File: src/rtl/audio_ctrl_pkg.sv
// rtl/audio_ctrl_pkg.sv - transport state encoding and timebase constants
// Shared with the game FSM so it can decode the transport state directly.
package audio_ctrl_pkg;

    typedef enum logic [2:0] {
        XS_IDLE    = 3'd0,
        XS_REWIND  = 3'd1,
        XS_PREFILL = 3'd2,
        XS_PLAY    = 3'd3,
        XS_PAUSE   = 3'd4,
        XS_ERROR   = 3'd5
    } xport_state_t;

    localparam int MS_PER_SEC = 1000;

endpackage

File: src/rtl/audio_ms_timebase.sv
// rtl/audio_ms_timebase.sv - sample-count to millisecond song position
// Ports: clk, rst (async, active high); tick = one consumed sample to count;
// clear = zero position and fraction; song_ms = elapsed ms, saturating.
module audio_ms_timebase
    import audio_ctrl_pkg::*;
#(
    parameter int SAMPLE_RATE_HZ = 44100,
    parameter int MS_W           = 20
) (
    input  logic            clk,
    input  logic            rst,
    input  logic            tick,
    input  logic            clear,
    output logic [MS_W-1:0] song_ms
);

    // Fraction of a millisecond in units of 1/SAMPLE_RATE_HZ ms; each sample
    // adds MS_PER_SEC, so no divider is needed and there is no drift.
    localparam int ACC_W = $clog2(SAMPLE_RATE_HZ + MS_PER_SEC);

    logic [ACC_W-1:0] acc;
    logic [ACC_W-1:0] acc_sum;

    assign acc_sum = acc + ACC_W'(MS_PER_SEC);

    always_ff @(posedge clk or posedge rst) begin
        if (rst) begin
            acc     <= '0;
            song_ms <= '0;
        end else if (clear) begin
            acc     <= '0;
            song_ms <= '0;
        end else if (tick) begin
            if (acc_sum >= ACC_W'(SAMPLE_RATE_HZ)) begin
                acc <= acc_sum - ACC_W'(SAMPLE_RATE_HZ);
                if (song_ms != '1) begin
                    song_ms <= song_ms + MS_W'(1);
                end
            end else begin
                acc <= acc_sum;
            end
        end
    end

endmodule

File: src/rtl/audio_transport_ctrl.sv
// rtl/audio_transport_ctrl.sv - play/pause/stop sequencer for the audio path
// Ports: Clk, reset_rtl_0 (async, active high); play_req/pause_req/stop_req
// one-cycle requests (stop > play > pause); sd_init_done/sd_init_error SD
// status; fifo_full/fifo_empty FIFO level; sample_tick per consumed sample.
// Outputs (all registered): enable_audio, reset_audio, playing, song_ms,
// underrun (sticky until rewind), err.
module audio_transport_ctrl
    import audio_ctrl_pkg::*;
#(
    parameter int RESET_CYCLES    = 16,
    parameter int PREFILL_TIMEOUT = 2_000_000,
    parameter int SAMPLE_RATE_HZ  = 44100,
    parameter int MS_W            = 20
) (
    input  logic            Clk,
    input  logic            reset_rtl_0,
    input  logic            play_req,
    input  logic            pause_req,
    input  logic            stop_req,
    input  logic            sd_init_done,
    input  logic            sd_init_error,
    input  logic            fifo_full,
    input  logic            fifo_empty,
    input  logic            sample_tick,
    output logic            enable_audio,
    output logic            reset_audio,
    output logic            playing,
    output logic [MS_W-1:0] song_ms,
    output logic            underrun,
    output logic            err
);

    localparam int RW_W = $clog2(RESET_CYCLES);
    localparam int PF_W = $clog2(PREFILL_TIMEOUT + 1);

    xport_state_t    state;
    xport_state_t    state_nxt;
    logic            go_play;
    logic            go_play_nxt;
    logic [RW_W-1:0] rw_cnt;
    logic [PF_W-1:0] pf_cnt;
    logic            rw_done;
    logic            pf_timeout;

    // A full FIFO already implies the card came up, so init completion is
    // not needed for sequencing; kept on the port list for the audio top.
    logic unused_sd_init_done;
    assign unused_sd_init_done = sd_init_done;

    assign rw_done    = (rw_cnt == RW_W'(RESET_CYCLES - 1));
    assign pf_timeout = (pf_cnt == PF_W'(PREFILL_TIMEOUT - 1));

    always_comb begin
        state_nxt   = state;
        go_play_nxt = go_play;
        case (state)
            XS_IDLE: begin
                if (play_req) begin
                    state_nxt   = XS_REWIND;
                    go_play_nxt = 1'b1;
                end
            end
            XS_REWIND: begin
                // stop during rewind only cancels the pending start; the
                // reset pulse still runs its full length
                if (stop_req) go_play_nxt = 1'b0;
                if (rw_done) state_nxt = go_play_nxt ? XS_PREFILL : XS_IDLE;
            end
            XS_PREFILL: begin
                if (stop_req) begin
                    state_nxt   = XS_REWIND;
                    go_play_nxt = 1'b0;
                end else if (sd_init_error) begin
                    state_nxt = XS_ERROR;
                end else if (fifo_full) begin
                    state_nxt = XS_PLAY;
                end else if (pf_timeout) begin
                    // a partly filled FIFO is good enough to start on
                    state_nxt = fifo_empty ? XS_ERROR : XS_PLAY;
                end
            end
            XS_PLAY: begin
                if (stop_req) begin
                    state_nxt   = XS_REWIND;
                    go_play_nxt = 1'b0;
                end else if (sd_init_error) begin
                    state_nxt = XS_ERROR;
                end else if (pause_req) begin
                    state_nxt = XS_PAUSE;
                end
            end
            XS_PAUSE: begin
                if (stop_req) begin
                    state_nxt   = XS_REWIND;
                    go_play_nxt = 1'b0;
                end else if (play_req) begin
                    state_nxt = XS_PLAY;
                end
            end
            XS_ERROR: begin
                if (stop_req) begin
                    state_nxt   = XS_REWIND;
                    go_play_nxt = 1'b0;
                end
            end
            default: state_nxt = XS_IDLE;
        endcase
    end

    always_ff @(posedge Clk or posedge reset_rtl_0) begin
        if (reset_rtl_0) begin
            state        <= XS_IDLE;
            go_play      <= 1'b0;
            rw_cnt       <= '0;
            pf_cnt       <= '0;
            enable_audio <= 1'b0;
            reset_audio  <= 1'b0;
            playing      <= 1'b0;
            err          <= 1'b0;
            underrun     <= 1'b0;
        end else begin
            state   <= state_nxt;
            go_play <= go_play_nxt;
            rw_cnt  <= (state == XS_REWIND && state_nxt == XS_REWIND) ? rw_cnt + 1'b1 : '0;
            pf_cnt  <= (state == XS_PREFILL && state_nxt == XS_PREFILL) ? pf_cnt + 1'b1 : '0;
            // outputs follow the next state so they line up with it
            enable_audio <= (state_nxt == XS_PLAY);
            playing      <= (state_nxt == XS_PLAY);
            reset_audio  <= (state_nxt == XS_REWIND);
            err          <= (state_nxt == XS_ERROR);
            if (state_nxt == XS_REWIND) begin
                underrun <= 1'b0;
            end else if (state == XS_PLAY && sample_tick && fifo_empty) begin
                underrun <= 1'b1;
            end
        end
    end

    audio_ms_timebase #(
        .SAMPLE_RATE_HZ (SAMPLE_RATE_HZ),
        .MS_W           (MS_W)
    ) u_timebase (
        .clk     (Clk),
        .rst     (reset_rtl_0),
        .tick    ((state == XS_PLAY) && sample_tick),
        .clear   (state_nxt == XS_REWIND),
        .song_ms (song_ms)
    );

endmodule

File: config.mk
export PLATFORM = sky130hd
export DESIGN_NAME = audio_transport_ctrl
export DESIGN_NICKNAME = d
export VERILOG_FILES = /design/src/rtl/audio_ctrl_pkg.sv /design/src/rtl/audio_ms_timebase.sv /design/src/rtl/audio_transport_ctrl.sv
export SDC_FILE = /design/constraint.sdc
export NUM_CORES = 1
export LEC_CHECK = 0
export CAP_MARGIN = 30
export CORE_MARGIN = 2
export CORE_UTILIZATION = 35
export CTS_CLUSTER_SIZE = 30
export DETAILED_ROUTE_END_ITERATION = 8
export SYNTH_ARGS = -nofsm -noshare
export SYNTH_HDL_FRONTEND = slang
export SYNTH_SLANG_ARGS = --single-unit
File: constraint.sdc
create_clock -name Clk -period 8.9 [get_ports Clk]
set_input_delay 1.78 -clock Clk [delete_from_list [all_inputs] [get_ports Clk]]
set_output_delay 1.78 -clock Clk [all_outputs]
set_load 0.05 [all_outputs]
==> metrics.md <==
| Metric | Value |
|---|---|
| Worst Setup End Kind | `flip-flop` |
| Layout cell share with drive strength beyond 1 | `0.0790` |
| Max-slew violations | `0` |
| # diodes | `0` |
| Vias/cell | `5.33` |
| Worst Setup Start Kind | `input port` |
| Detailed placer's ending HPWL | `~6 mm` |
| CP Buf/Inv Count | `3` |
| Gr usage total | `0.148` |
| Post-Syn Instances | `around 460` |
| Internal | `0.561 mW` |
| Post-synth top flop | `dfrtp_1` |
| Synth Area in Compound Gates | `0.135` |
| Fmax | `about 0.24 GHz` |
| Die area | `0.0127 mm^2` |
| Worst slew pin tran | `0.857 ns` |
| Pin count of the biggest net entering global routing | `68` |
| Sw frac | `0.256` |
| Site Rows | `39` |
| Seq cells post-synth | `67` |
| Max_slew headroom | `0.428` |
| Fin. Hold Viols | `0` |
| Insertion delay to the later sink of the worst-skew pair | `~0.33 ns` |
| Final setup fails | `0` |
| CTS resizes | `0` |
| Sequential share of the synthesized area | `0.405` |
| Aggregate routed wire length | `a little under 9 mm` |
| Worst path cell trace | `clkdlybuf4s50_1 -> nand2b_1 -> or4_1 -> a211oi_2 -> nor2_1 -> nand2_2 -> inv_1 -> buf_4 -> or4_1 -> nand2_1` |
| Crit path max-delay cell type | `or4_1` |
| Cells on worst reg2reg path | `9` |
| CTS tree | `built` |
| Reported net switching power | `0.193 mW` |
| Die Y | `113 um` |
| Hold-fix buffers, CTS | `0` |
| P per Cell Area | `156 mW/mm^2` |
| YS warnings | `0` |
| Flop pwr share | `0.439` |
| Combinational Power Share | `0.107` |
| Crit path depth | `10` |
| Via count | `3,323` |
| Synthesized area | `0.00414 mm^2` |
| WP data required | `between 9 and 10 ns` |
| DRC viols | `0` |
| Starting Density | `0.361` |
| CP Max Fanout | `25` |
| Clock skew | `0.00847 ns` |
| Maxcap violations | `0` |
| Crit Path Category | `input port to flip-flop` |
| GP Congestion | `0.827` |
| Crit path max-delay family | `simple AND/OR/NAND/NOR gates` |
| Tightest Hold Check Type | `flip-flop to flip-flop` |
| Core Area | `about 0.011 mm^2` |
| Largest family of logic cells by synthesized area | `simple AND/OR/NAND/NOR gates` |
| Remaining global-route overflow | `0` |
| Post-CTS Setup Bufs | `0` |
| Worst VDD drop | `92.0 uV` |
| Most used cell, CP | `or4_1` |
| Final worst slack | `4.73 ns` |
| Synth area leaders | `dfrtp_1 (40%), xor2_1 (6.1%), nor2_1 (5.3%), xnor2_1 (4.9%), nand2_1 (3.0%)` |
| Pre-CTS WS | `4.34 ns` |
| Setup TNS | `0 ns` |
| Post-synth EDFFs | `0` |
| Ys async rst share | `1.00` |
| H-tree levels | `3` |
| Initial drt markers | `118` |
| Area delta synth->final | `16.8%` |
| Power Total | `0.753 mW` |
| Avg Cell Area, Syn | `9.10 um^2` |
| Ratio of final minimum period to clock period | `0.469` |
| Outcome | `finished, final reports clean` |
| Initial antenna violation count | `0` |
| CTS buffer count | `9` |
| RSZ-0062 raised after global routing | `no` |
| First-pass GRT wire length | `15.4 mm` |
| Io pins | `35` |
| DIE WIDTH | `113 um` |
| Leak | `1.85 nW` |
| XOR/XNOR Fraction of Synth Area | `0.114` |
| List of most frequent post-synthesis cells | `dfrtp_1 (67), nor2_1 (59), nand2_1 (33), xor2_1 (29), xnor2_1 (23)` |
| Biggest area consumer among synthesized cells | `dfrtp_1` |
| Simple logic cell fraction of the synthesized area | `0.281` |
| Reg clk slew, reported paths | `0.06 ns` |
| Clock power share | `0.454` |
| Arrival @ worst endpoint | `4.43 ns` |
| Final Critical Period | `~4.2 ns` |
| Synth unique cells | `62` |
| Adder-cell area share of the yosys netlist | `0.0211` |
| Synth top area share | `0.405` |
| Vias in the first global route | `3,177` |
| Final core occ | `0.422` |
| Clock root cell | `clkbuf_16` |
| Routed Antenna Nets | `0` |
| Mux share of post-synthesis cell area | `0.00725` |
| Nets | `494` |
| Mapped Nets | `472` |
| DRT Pass-1 Iters | `4` |
| Port buffer count | `33` |
| Slowest stage delay, CP | `approximately 0.51 ns` |
| Num Clock Sinks | `67` |
| Routed WL per cell | `14.3 um` |
| Hold path cells | `1` |
| Most common cell in the synthesized netlist | `dfrtp_1` |
| Bufs on Longest Clock Path | `2` |
[final timing paths]
kind | slack, ns | from | to
setup / recovery | 4.73 | fifo_empty | u_timebase.song_ms[4]
hold / removal | 0.47 | rw_cnt[0] | rw_cnt[0]
setup reg to reg | 5.22 | u_timebase.acc[3] | u_timebase.song_ms[17]
hold reg to reg | 0.47 | rw_cnt[0] | rw_cnt[0]
max in group asynchronous | 6.31 | reset_rtl_0 | u_timebase.song_ms[7]
min in group asynchronous | 2.03 | reset_rtl_0 | pf_cnt[18]
[cells in the final DEF, fill, tap and decap left out, types with 4 or more instances in the layout]
cell / count
clkdlybuf4s50_1: 33
nor3b_1: 5
o21ai_0: 17
dfrtp_1: 67
nand4_1: 13
nor2_1: 59
and3_1: 19
a21oi_1: 22
nand3_1: 19
clkbuf_16: 9
xnor2_1: 23
nand2_1: 33
a31oi_1: 4
nand2b_1: 7
xor2_1: 29
or3_1: 16
inv_1: 8
nor3_2: 4
and4_1: 6
nor3_1: 8
and2_1: 4
a211oi_1: 4
ha_1: 7
[registers in the layout, indices dropped and copies added, names as in the netlist]
| register | flops |
|---|---|
| err | 1 |
| state | 3 |
| pf_cnt | 21 |
| underrun | 1 |
| u_timebase.song_ms | 20 |
| playing | 1 |
| u_timebase.acc | 14 |
| reset_audio | 1 |
| go_play | 1 |
| rw_cnt | 4 |
[power groups by stage]
stage                     Clock [mW]  Sequential (mW)  Combinational (mW)
after floorplan                    0            0.337              0.0555
after global placement             0            0.335              0.0811
after detailed placement           0            0.336              0.0830
after CTS                      0.354            0.330              0.0832
after global routing           0.372            0.332              0.0914
final                          0.342            0.331              0.0803
[logic make-up after synthesis]
| kind of cell | count (synthesis) |
|---|---|
| AND/OR/NAND/NOR | 214 |
| flip-flops | 67 |
| buffers and inverters | 34 |
| XOR/XNOR | 53 |
| multiplexers | 3 |
| AO/OA/AOI/OAI | 77 |
| adder cells (fa/ha/maj) | 7 |
[stage by stage]
step,instance area (um^2),std cells,hold WS (ns)
floorplan,4140,455,0.430
global placement,4550,609,0.447
detailed placement,4550,609,0.460
CTS,4840,624,0.468
global route,4840,624,0.478
finish,4840,624,0.467
[area by class of cell]
class                           instances  area [um^2]
Tap cell                              143          179
Inverter                                9         33.8
Sequential cell                        67         1680
Timing Repair Buffer                   36          353
Clock inverter                          5         55.1
Fill cell                            1092         6630
Multi-Input combinational cell        354         2310
Clock buffer                           10          229
[metal layers]
layer  GRT usage  vias to the layer above  wire length, um
met5           0                        -                0
met4      0.0415                        0              102
met3      0.0402                        9              310
met2       0.234                       43             4220
met1       0.199                     1617             4270
li1            -                     1654                -
(Power assumes the default switching activity.)
